--- src/rtl/regfile_write_sequencer.sv ---
// Write-back sequencer for the 16x16 register array: FIFO-buffers writes, retires one per
// cycle as a one-hot wordline, and forwards pending write data to the read path.
module regfile_write_sequencer #(
   parameter int DEPTH   = 4,
   parameter bit DROP_R0 = 1'b1
) (
   input  logic                     clk,
   input  logic                     rst_n,
   input  logic                     in_valid,
   output logic                     in_ready,
   input  logic [3:0]               in_reg,
   input  logic [15:0]              in_data,
   input  logic                     wr_stall,
   input  logic                     flush,
   output logic [15:0]              Wordline,
   output logic [15:0]              WriteData,
   input  logic [3:0]               query_reg,
   output logic                     query_hit,
   output logic [15:0]              query_data,
   output logic [$clog2(DEPTH):0]   occupancy
);

   localparam int PW = $clog2(DEPTH);
   localparam int CW = PW + 1;

   logic [3:0]    reg_mem  [DEPTH];
   logic [15:0]   data_mem [DEPTH];

   logic [PW-1:0] head_q, head_d;
   logic [PW-1:0] tail_q, tail_d;
   logic [CW-1:0] count_q, count_d;

   logic push, pop, drop, store;

   assign in_ready = (count_q < CW'(DEPTH)) & ~flush;
   assign push     = in_valid & in_ready;
   assign drop     = DROP_R0 && (in_reg == 4'd0);
   assign store    = push & ~drop;
   assign pop      = (count_q != '0) & ~wr_stall & ~flush;

   always_comb begin
      head_d  = head_q;
      tail_d  = tail_q;
      count_d = count_q;
      if (flush) begin
         head_d  = '0;
         tail_d  = '0;
         count_d = '0;
      end else begin
         if (store) tail_d = tail_q + PW'(1);
         if (pop)   head_d = head_q + PW'(1);
         count_d = count_q + CW'(store) - CW'(pop);
      end
   end

   always_ff @(posedge clk or negedge rst_n) begin
      if (!rst_n) begin
         head_q  <= '0;
         tail_q  <= '0;
         count_q <= '0;
      end else begin
         head_q  <= head_d;
         tail_q  <= tail_d;
         count_q <= count_d;
      end
   end

   // Entry storage needs no reset: validity comes entirely from head/count.
   always_ff @(posedge clk) begin
      if (store) begin
         reg_mem[tail_q]  <= in_reg;
         data_mem[tail_q] <= in_data;
      end
   end

   assign Wordline  = pop ? (16'h0001 << reg_mem[head_q]) : 16'h0000;
   assign WriteData = pop ? data_mem[head_q] : 16'h0000;
   assign occupancy = count_q;

   // Slot gi holds the entry of age offset gi from the head; larger offset is younger.
   logic [PW-1:0] slot  [DEPTH];
   logic [DEPTH-1:0] match;

   generate
      for (genvar gi = 0; gi < DEPTH; gi++) begin : g_fwd
         assign slot[gi]  = head_q + PW'(gi);
         assign match[gi] = (CW'(gi) < count_q) &&
                            (reg_mem[slot[gi]] == query_reg) &&
                            !(DROP_R0 && (query_reg == 4'd0));
      end
   endgenerate

   always_comb begin
      query_hit  = 1'b0;
      query_data = 16'h0000;
      for (int k = 0; k < DEPTH; k++) begin
         if (match[k]) begin
            query_hit  = 1'b1;
            query_data = data_mem[slot[k]];
         end
      end
   end

endmodule

--- config.mk ---
export PLATFORM = sky130hd
export DESIGN_NAME = regfile_write_sequencer
export DESIGN_NICKNAME = d
export VERILOG_FILES = /design/src/rtl/regfile_write_sequencer.sv
export SDC_FILE = /design/constraint.sdc
export NUM_CORES = 1
export LEC_CHECK = 0
export ABC_AREA = 1
export CORE_MARGIN = 10
export CORE_UTILIZATION = 56
export DETAILED_ROUTE_END_ITERATION = 7
export HOLD_SLACK_MARGIN = 0.03
export PLACE_DENSITY = 0.81
export SLEW_MARGIN = 10
export SYNTH_ARGS = -nofsm -noshare
export SYNTH_HDL_FRONTEND = slang
export SYNTH_SLANG_ARGS = --single-unit
--- constraint.sdc ---
create_clock -name clk -period 3.55 [get_ports clk]
set_clock_uncertainty 0.05 [all_clocks]
set_input_delay 1.065 -clock clk [delete_from_list [all_inputs] [get_ports clk]]
set_output_delay 1.065 -clock clk [all_outputs]
set_load 0.01 [all_outputs]
==> results.sh <==
export IMPL_synth_area_leaders="edfxtp_1, nand2_1, o21ai_0"
export IMPL_wire_per_inst_um=18.23
export IMPL_n_antenna_cell=0
export IMPL_start_util_pct=57.26
export IMPL_drive_above_1_share_pct=28.67
export IMPL_yosysWarnings=0
export IMPL_first_iter_violations=1071
export IMPL_netlist_area_sq_mm=0.006207
export IMPL_reg2reg_from="occupancy[1]$_DFF_PN0_"
export IMPL_min_to="tail_q[0]$_DFFE_PN0P_"
export IMPL_layout_cells_non_filler=1176
export IMPL_ys_types=39
export IMPL_dieArea_sq_mm=0.01570
export IMPL_drt_drc_violations_left=0
export IMPL_reg2reg_depth=15
export IMPL_setup_slack_ps=-262.5
export IMPL_hold_buffers=0
export IMPL_syn_nets=921
export IMPL_antenna_found_initial=0
export IMPL_row_count=38
export IMPL_cts_sinks=87
export IMPL_worst_pin_slew_ps=443.8
export IMPL_cts_tree="built"
export IMPL_max_slew_margin_pct=70.10
export IMPL_worstSetupPathType="reg2out"
export IMPL_synth_main_ff_cell="edfxtp_1"
export IMPL_final_design_area_no_fill_sq_mm=0.008478
export IMPL_grt_remaining_overflow=0
export IMPL_grt_max_degree=73
export IMPL_grt_pass1_vias=5970
export IMPL_netlist_area_leader_share_pct=38.70
export IMPL_grt_total_usage_pct=22.77
export IMPL_violations="setup timing"
export IMPL_grt_pass1_wl_um=29800
export IMPL_vdd_ir_drop_max_mv=0.3599
export IMPL_async_reset_ff_share_pct=8.046
export IMPL_hp_class="reg2reg"
export IMPL_cp_end_kind="output port"
export IMPL_nNetsFinal=1068
export IMPL_place_inst=1130
export IMPL_io_pins=82
export IMPL_tns_ps=-2656
export IMPL_slew_viol_final=0
export IMPL_worstPathMaxFanout=7
export IMPL_rsz0062_at_grt="yes"
export IMPL_synth_common_cells="nand2_1, inv_1, o21ai_0"
export IMPL_setup_viol=18
export IMPL_cap_violations=0
export IMPL_highest_layer="met4"
export IMPL_wl_met1_um=7870
export IMPL_insertion_delay_ps=370
export IMPL_slowest_delay_ps=490
export IMPL_start_kind="flop"
export IMPL_netlist_instances=884
export IMPL_p_leak_nw=3.862
export IMPL_viasPerCell=5.868
export IMPL_met2_wirelength_um=10130
export IMPL_root_buffer="clkbuf_8"
export IMPL_holdPathStages=1
export IMPL_synth_edf_count=80
export IMPL_required_ps=2430
export IMPL_area_growth_syn_to_layout_pct=36.59
export IMPL_cts_buffers=9
export IMPL_yosysSeqAreaShare_pct=41.52
export IMPL_met3_length_um=2173
export IMPL_r2r_end="occupancy[2]$_DFF_PN0_"
export IMPL_first_pass_iters=7
export IMPL_portBuffers=81
export IMPL_ant_nets=0
export IMPL_cp_slowest_cell="dfrtp_2"
export IMPL_drt_wl_total_um=21440
export IMPL_die_w_um=125.3
export IMPL_cts_buffer_depth=2
export IMPL_synth_largest_area_cell="edfxtp_1"
export IMPL_num_vias=6901
export IMPL_status="finished with violations"
export IMPL_core_sq_mm=0.01084
export IMPL_place_hpwl_um=12750
export IMPL_fmax_ghz=0.2623
export IMPL_die_h_um=125.3
export IMPL_syn_avg_cell_area_sq_um=7.022
export IMPL_pre_cts_slack_ps=-946.1
export IMPL_hold_viol=0
export IMPL_r2r_setup_slack_ps=1010
export IMPL_path_cells="buf_12 -> buf_8 -> o21ai_4 -> buf_6 -> nand2_2 -> nand2_1 -> nand2_2 -> a21oi_4 -> nand2_4 -> buf_4 -> nand2_1 -> nand3_1 -> a21oi_2 -> buf_2"
export IMPL_critical_path_arrival_ps=2700
export IMPL_synth_seq_cells=87
export IMPL_finalCriticalPeriod_ps=3813
export IMPL_min_from="tail_q[0]$_DFFE_PN0P_"
export IMPL_htreeDepth=3
export IMPL_place_gp_congestion=0.9351
export IMPL_placement_cell_area_sq_mm=0.007566
export IMPL_p_per_area_mw_per_mm2=625.9
export IMPL_clk_pin_slew_ps=100
export IMPL_yosysMostFrequentCell="nand2_1"
export IMPL_post_route_period_util_pct=107.4
-- worst max-delay path: cells and delay by family (launching register included) --
family / cells / cell delay (ps)
flip-flops: 1 / 490
AO/OA/AOI/OAI: 3 / 560
buffers and inverters: 5 / 720
AND/OR/NAND/NOR: 6 / 540
-- worst max path at each step --
stage	from	endpoint	cells after the start	slack, ps
5_1_grt	head_q[0]$_DFFE_PN0P_	query_data[11]	14	-340
6_report	head_q[0]$_DFFE_PN0P_	query_data[11]	14	-260
2_1_floorplan	query_reg[2]	query_data[10]	10	140
3_3_place_gp	query_reg[2]	query_data[0]	12	-890
4_1_cts	query_reg[0]	query_data[4]	12	-20
3_5_place_dp	query_reg[2]	query_data[4]	11	-950
-- final cells by class --
class,instances,area (sq um)
sequential,87,2579
timing repair buffer,183,1693
multi-input combinational,632,3357
fill,706,2362
tap,140,175.2
clock inverter,7,95.09
inverter,118,455.4
clock buffer,9,123.9
-- report_power, final --
part / internal, W / switching, W / total [W]
clock network: 0.000399 / 0.000390 / 0.000789
logic: 0.00125 / 0.00202 / 0.00328
registers: 0.00119 / 0.0000466 / 0.00124
-- cells by family after synthesis --
logic type / count (synthesis) / share of synthesized area, %
and+or+nand+nor: 480 / 32.35
buffers and inverters: 166 / 11.59
AOI/OAI and AO/OA: 140 / 12.38
DFF: 87 / 41.52
adders and majority gates: 8 / 1.733
xor gates and xnor gates: 3 / 0.4234
-- metrics by stage --
stage                     util, %  hold WS [ps]  total power [W]
after floorplan                 -         465.4         0.002873
after global placement      69.79         497.7         0.003783
after detailed placement    69.79         503.3         0.003826
after CTS                   74.94         517.5         0.004813
after global routing        78.21         547.7         0.005588
final                       78.21         520.2         0.005306
-- registers in the layout, summed over array words and instances, names as in the netlist --
register   cells
data_mem      64
head_q         2
occupancy      3
reg_mem       16
tail_q         2
-- routing by layer --
layer  track usage [%]  vias to the layer above
met5                 0                        -
met4             11.04                        0
met3             3.760                      121
met2             38.20                      503
met1             27.85                     3134
li1                  -                     3143
-- timing repair --
item / 4_1_cts / 5_1_grt
endpoints found under the setup margin: 49 / 48
setup buffers: 19 / 5
resized for setup: 248 / 121
pin swaps: 24 / 28
cloned: 3 / 5
-- cell usage in the layout, fill, tap and decap left out, drive strengths merged --
master / netlist / layout
o21ai: 123 / 123
clkinvlp: 0 / 1
fa: 1 / 1
nor2b: 1 / 1
dlygate4sd2: 0 / 1
buf: 32 / 133
clkdlybuf4s50: 0 / 26
nor3: 1 / 1
nor4: 1 / 1
nand3: 84 / 84
nor2: 72 / 72
o211ai: 1 / 1
a21oi: 13 / 13
ha: 7 / 7
clkinv: 1 / 3
dlymetal6s2s: 0 / 1
nand2: 305 / 306
clkbuf: 16 / 12
and2: 1 / 1
a22o: 1 / 1
edfxtp: 80 / 80
or2: 1 / 1
inv: 117 / 119
clkdlybuf4s15: 0 / 19
dfrtp: 7 / 7
nand4: 14 / 14
bufinv: 0 / 2
xnor2: 1 / 1
o21bai: 1 / 1
xor2: 2 / 2
o22ai: 1 / 1
(Power assumes the default switching activity.)
